--- src/rtl/debounce_sync_pkg.sv ---
// rtl/debounce_sync_pkg.sv - shared defaults and counter sizing helper for debounce_sync
package debounce_sync_pkg;

   localparam int DEFAULT_SYNC_STAGES = 2;
   localparam int DEFAULT_DB_CYCLES   = 4;

   // ceil(log2(n)) with a floor of 1 bit so a DB_CYCLES=1 counter still has a legal width
   function automatic int clog2_min1(input int n);
      int w;
      w = 1;
      while ((1 << w) < n) begin
         w = w + 1;
      end
      return w;
   endfunction

endpackage

--- src/rtl/debounce_chan.sv ---
// rtl/debounce_chan.sv - one channel: synchroniser chain, stability counter, edge pulses
module debounce_chan
   import debounce_sync_pkg::*;
#(
   parameter int SYNC_STAGES = DEFAULT_SYNC_STAGES,
   parameter int DB_CYCLES   = DEFAULT_DB_CYCLES
) (
   input  logic clk,
   input  logic rst_n,
   input  logic raw_i,
   output logic clean_o,
   output logic rise_o,
   output logic fall_o
);

   localparam int             CW      = clog2_min1(DB_CYCLES);
   localparam logic [CW-1:0]  CNT_MAX = CW'(DB_CYCLES - 1);

   logic [SYNC_STAGES-1:0] sync_q, sync_d;
   logic                   s;
   logic                   clean_q, clean_d;
   logic [CW-1:0]          cnt_q, cnt_d;
   logic                   rise_q, rise_d;
   logic                   fall_q, fall_d;

   // shift the raw level into the synchroniser; s is the metastability-safe sample
   always_comb begin
      sync_d = {sync_q[SYNC_STAGES-2:0], raw_i};
   end

   assign s = sync_q[SYNC_STAGES-1];

   // count consecutive disagreeing samples; accept on the DB_CYCLES-th and fire a pulse
   always_comb begin
      clean_d = clean_q;
      cnt_d   = '0;
      rise_d  = 1'b0;
      fall_d  = 1'b0;
      if (s == clean_q) begin
         cnt_d = '0;
      end else if (cnt_q == CNT_MAX) begin
         clean_d = s;
         rise_d  = s;
         fall_d  = ~s;
      end else begin
         cnt_d = cnt_q + 1'b1;
      end
   end

   // all channel state clears asynchronously so no pulse can come out of reset itself
   always_ff @(posedge clk or negedge rst_n) begin
      if (!rst_n) begin
         sync_q  <= '0;
         clean_q <= 1'b0;
         cnt_q   <= '0;
         rise_q  <= 1'b0;
         fall_q  <= 1'b0;
      end else begin
         sync_q  <= sync_d;
         clean_q <= clean_d;
         cnt_q   <= cnt_d;
         rise_q  <= rise_d;
         fall_q  <= fall_d;
      end
   end

   assign clean_o = clean_q;
   assign rise_o  = rise_q;
   assign fall_o  = fall_q;

endmodule

--- src/rtl/debounce_sync.sv ---
// rtl/debounce_sync.sv - N independent synchronise-and-debounce channels feeding the gate stage
module debounce_sync
   import debounce_sync_pkg::*;
#(
   parameter int N           = 3,
   parameter int SYNC_STAGES = DEFAULT_SYNC_STAGES,
   parameter int DB_CYCLES   = DEFAULT_DB_CYCLES
) (
   input  logic         clk,
   input  logic         rst_n,
   input  logic [N-1:0] raw_in,
   output logic [N-1:0] clean_out,
   output logic [N-1:0] rise_pulse,
   output logic [N-1:0] fall_pulse
);

   // one self-contained channel per input bit; no state is shared between channels
   for (genvar g = 0; g < N; g++) begin : g_chan
      debounce_chan #(
         .SYNC_STAGES (SYNC_STAGES),
         .DB_CYCLES   (DB_CYCLES)
      ) u_chan (
         .clk     (clk),
         .rst_n   (rst_n),
         .raw_i   (raw_in[g]),
         .clean_o (clean_out[g]),
         .rise_o  (rise_pulse[g]),
         .fall_o  (fall_pulse[g])
      );
   end

endmodule

--- config.mk ---
export PLATFORM = sky130hd
export DESIGN_NAME = debounce_sync
export DESIGN_NICKNAME = d
export VERILOG_FILES = /design/src/rtl/debounce_sync_pkg.sv /design/src/rtl/debounce_chan.sv /design/src/rtl/debounce_sync.sv
export SDC_FILE = /design/constraint.sdc
export NUM_CORES = 1
export LEC_CHECK = 0
export ABC_AREA = 1
export CAP_MARGIN = 20
export CORE_ASPECT_RATIO = 1.1
export CORE_MARGIN = 2
export CORE_UTILIZATION = 49
export DETAILED_ROUTE_END_ITERATION = 7
export GPL_TIMING_DRIVEN = 0
export PLACE_DENSITY = 0.86
export SLEW_MARGIN = 20
export SYNTH_ARGS = -nofsm -noshare
export SYNTH_HDL_FRONTEND = slang
export SYNTH_SLANG_ARGS = --single-unit
--- constraint.sdc ---
create_clock -name clk -period 1.15 [get_ports clk]
set_clock_uncertainty 0.15 [all_clocks]
set_input_delay 0.23 -clock clk [delete_from_list [all_inputs] [get_ports clk]]
set_output_delay 0.23 -clock clk [all_outputs]
set_load 0.03 [all_outputs]
# After elaboration in Yosys (flattened, before gate mapping)
# Index checks and enable logic that the tools add are counted.
[word_totals]
register_bits = 21
[classes]
add_sub_neg = 3
n_eq_ne = 6
mux = 18
bitwise = 6
n_reduce_logical = 3
[op_table]
columns = ["operator", "count"]
rows = [
  ["1-bit two-way mux", 12],
  ["2-bit two-way mux", 6],
  ["2-bit by 1-bit adder with 2-bit output, second input constant", 3],
  ["2-bit == test, second input constant", 3],
  ["1-bit inverter", 6],
  ["2-bit AND reduction", 3],
  ["1-bit == test", 3],
]

# Longest topological paths before layout
[logic_depth]
ltp_word = 3
mapped_depth = 4
mapped_depth_nobuf = 4

# By module
# A second synthesis with hierarchy kept.
[hier_totals]
hier_cells = 66
area_unflattened_um2 = 739.5
[by_module_without_submodules]
columns = ["module", "instances", "cells_each", "area_each_um2"]
rows = [
  ["debounce_chan", 3, 22, 246.5],
]

# Least setup slack after synthesis
# OpenSTA, ideal clock, no wires.
[synth_path]
kind = "register to register"
start = "register g_chan[0].u_chan.cnt_q[0]"
end = "register g_chan[0].u_chan.cnt_q[0]"
setup_time_ns = 0.077
arrival_ns = 0.789
required_time_ns = 0.923
slack_ns = 0.134
stages_incl_launch_ff = 5
synth_period_minus_slack_ns = 1.016
path_cell_list = "dfrtp_1 > ha_1 > inv_1 > nand2_1 > a21oi_1"
[synth_via]
elab_chain_cells = 3
word_cells_on_any_way = 4
classes_between = "add/sub (1); eq/ne (1); mux (2)"
[synth_rtl]
columns = ["item", "line_no", "source"]
rows = [
  ["start, declared", "debounce_chan.sv:22", "logic [CW-1:0] cnt_q, cnt_d;"],
  ["start signal, assigned", "debounce_chan.sv:61", "cnt_q <= cnt_d;"],
  ["2-bit by 1-bit adder with 2-bit output or 2-bit == test (tied branches)", "debounce_chan.sv:46, debounce_chan.sv:41", ""],
  ["2-bit two-way mux *", "debounce_chan.sv:41", "end else if (cnt_q == CNT_MAX) begin"],
  ["2-bit two-way mux *", "debounce_chan.sv:39", "if (s == clean_q) begin"],
  ["net g_chan[0].u_chan.cnt_d[0]", "debounce_chan.sv:22", ""],
]
# Mark *: on every way through the listed nets, which the timed path passes. The rest lies on a longest branch.
# A chain may end at the register's enable or synchronous reset.

# Worst setup path after layout
[layout_path]
start = "register g_chan[1].u_chan.clean_q"
end = "output port clean_out[1]"
[layout_rtl]
columns = ["item", "line_no", "source"]
rows = [
  ["start, declared", "debounce_chan.sv:21", "logic clean_q, clean_d;"],
  ["start signal, assigned", "debounce_chan.sv:60", "clean_q <= clean_d;"],
  ["end, declared", "debounce_sync.sv:12", "output logic [N-1:0] clean_out,"],
]
# No word-level cell between the ends.

==> key figures <==
Worst setup path
  – Worst path cell trace: buf_6
  – Slowest stage delay, CP: 0.41 ns
  – CP max FO: 2
  – R2r setup slk: 0.06 ns
  – R2r worst-path depth: 4
  – CP Capture Type: primary output
  – CP required: 0.77 ns
  – CP delay by family, top: flip-flops
  – R2R Path End: g_chan[0].u_chan.cnt_q[0]
  – Critical path buffer and inverter count: 1
  – Reg2reg start: g_chan[0].u_chan.cnt_q[0]
  – Crit path kind: register to primary output
  – CP max-delay cell: dfrtp_1
  – Critical Path AT: 0.84 ns
  – Startpoint types: register

Synthesis
  – Unique masters post-synth: 10
  – Share of the synthesized area in the top cell type: 65.1%
  – Most common cell in the netlist: dfrtp_1
  – Post-Syn Area: 807 µm²
  – EDFF count, synth: 0
  – Post-synthesis sequential area ratio: 65.1%
  – Avg Cell Area, Syn: 10.8 µm²
  – Main flop type after synthesis: dfrtp_1
  – Top cells by area, synth: dfrtp_1 65%, buf_4 8.4%, inv_1 5.6%
  – Syn Inst Count: 75
  – Async SR Flop Fraction: 100%
  – Synth warn: 0
  – Flops & latches, synth: 21
  – Most area-hungry cell type in the Yosys netlist: dfrtp_1
  – Top post-synthesis cells by count: 21 x dfrtp_1, 12 x inv_1, 9 x buf_4, 9 x nand2_1
  – Net Count, Synth: 83

Final layout
  – Layout cell share with drive strength beyond 1: 30.2%
  – Fin util: 62.0%
  – Final std cells w/o fill: 103
  – Fin area: 966 µm²
  – # diodes: 0
  – Layout Nets: 95
  – Fill cell count: 133
  – Synth-to-layout area growth: 19.7%

STA
  – Worst Max-Slew Pin Slew: 0.875 ns
  – Max-slew violations: 0
  – TNS Setup: -0.453 ns
  – Post-route setup slack: -0.0696 ns
  – RSZ-0062 raised after global routing: yes
  – Fmax: 0.820 GHz
  – Final min period: 1.22 ns
  – Crit share post-route: 106%
  – Max_slew headroom: 41.7%
  – Worst hold slack: 0.00931 ns
  – Hold Vio Cnt, Final: 0
  – Final count of negative-setup-slack endpoints: 9

Floorplanning
  – DIE HEIGHT: 46.6 µm
  – Die extent in x: 42.7 µm
  – FP Rows: 15
  – Core box area: 0.00156 mm²
  – Die footprint: 0.00199 mm²
  – Starting density of the core: 51.8%
  – IO Pins: 14

Clock tree
  – Num CTS Buffers: 3
  – Number of clock sinks: 21
  – CTS Root Cell: clkbuf_4
  – Clock latency on the worst-skew pair: 0.29 ns
  – # H-tree levels: 1
  – Hold Buf Count CTS: 0
  – Max clock buf depth: 2
  – CTS tree: built
  – Clock-pin slew on the worst setup and hold paths: 0.11 ns

Placement
  – Gp weighted congestion: 0.667
  – I/O Buffers: 13
  – Placed cell count: 105
  – Setup WS pre-CTS: -0.392 ns
  – DP Area: 958 µm²
  – Post-DP HPWL: 824 µm

Power
  – P_int: 1.34 mW
  – Tot Pwr: 2.04 mW
  – PwrDens: 2110 mW/mm²
  – Gate power share: 36.2%
  – Sw Pwr: 0.695 mW
  – Switching portion of total power: 34.1%
  – Sequential share of power: 47.4%
  – Leakage: 0.504 nW
  – Peak supply drop: 1.24 mV
  – Clock share of power: 16.4%

Route
  – Routed len/inst: 10.3 µm
  – Via count: 466
  – Iter 0 DRT Violations: 0
  – Number of detailed-route iterations in the first pass: 1
  – # DRC: 0
  – Via density: 4.52
  – Total Wirelength: 1060 µm
  – DRT antenna net count: 0

Run
  – Maximum capacitance violations: 0

Min path
  – Worst hold path type: input pin to asynchronous set/reset pin

Global routing
  – Overflow after GRT: 0
  – Vias in the first global route: 448
  – First-pass GRT wire length: 1760 µm
  – Global Route Usage Sum: 12.5%
  – Largest net degree at the start of global routing: 22
  – Initial antenna violation count: 0

Status
  – Failing checks: negative setup slack
  – Status: finished with violations
-- per-layer routing --
layer	part of all wire (%)	routed length, µm	track usage [%]	up-vias
met3	3.2	34	2.35	2
met5	0	0	0	-
met2	57	603	23.3	8
met4	0.95	10	7.50	0
met1	39	408	13.0	217
li1	-	-	-	239
-- layout make-up --
class,instances,area (µm²),share of cell area [%]
Clock buffer,4,26.3,2.72
Tap cell,17,21.3,2.20
Sequential cell,21,526,54.4
Timing Repair Buffer,16,163,16.8
Inverter,15,58.8,6.09
Multi-Input combinational cell,30,171,17.7
-- placed cells by master (no fill, tap or decap), drive strengths merged --
| cell type | synthesis | routed |
|---|---|---|
| dfrtp | 21 | 21 |
| inv | 15 | 15 |
| buf | 9 | 12 |
| nand2 | 12 | 12 |
| nor2 | 6 | 6 |
| a21oi | 6 | 6 |
| clkbuf | 0 | 4 |
| o21ai | 3 | 3 |
| clkdlybuf4s50 | 0 | 3 |
| ha | 3 | 3 |
| dlygate4sd2 | 0 | 1 |
-- registers in the layout (all words and copies together) (netlist names) --
register / flops
g_chan.u_chan.rise_o: 3
g_chan.u_chan.sync_q: 6
g_chan.u_chan.cnt_q: 6
g_chan.u_chan.clean_o: 3
g_chan.u_chan.fall_o: 3
-- power by group through the flow --
stage | Sequential, mW | Combinational (mW) | Clock, mW
floorplan | 0.977 | 0.482 | 0
global placement | 0.987 | 0.647 | 0
detailed placement | 1.00 | 0.680 | 0
CTS | 0.969 | 0.708 | 0.343
global route | 0.982 | 0.838 | 0.367
finish | 0.967 | 0.738 | 0.334
-- how the worst max path moves through the flow --
stage / start / end / cells past startpoint
2_1_floorplan: g_chan[0].u_chan.cnt_q[0] / g_chan[0].u_chan.cnt_q[0] / 4
3_3_place_gp: g_chan[2].u_chan.clean_o / clean_out[2] / 2
3_5_place_dp: g_chan[1].u_chan.clean_o / clean_out[1] / 2
4_1_cts: g_chan[1].u_chan.clean_o / clean_out[1] / 1
5_1_grt: g_chan[1].u_chan.clean_o / clean_out[1] / 1
6_report: g_chan[1].u_chan.clean_o / clean_out[1] / 1
-- logic make-up (layout without fill, tap and decap cells) --
group | after synthesis | in the layout | share of synthesized area [%]
flip-flops | 21 | 21 | 65.1
adder cells (fa/ha/maj) | 3 | 3 | 4.65
AO/OA/AOI/OAI | 9 | 9 | 5.58
buffers and inverters | 24 | 35 | 15.3
AND/OR/NAND/NOR | 18 | 18 | 9.30
-- timing repair --
item / 4_1_cts / 5_1_grt
resized for setup: 64 / 7
setup buffers: 3 / 1
pin swaps: 0 / 1
setup endpoints to repair: 30 / 12
Power figures use the tool's default switching activity.
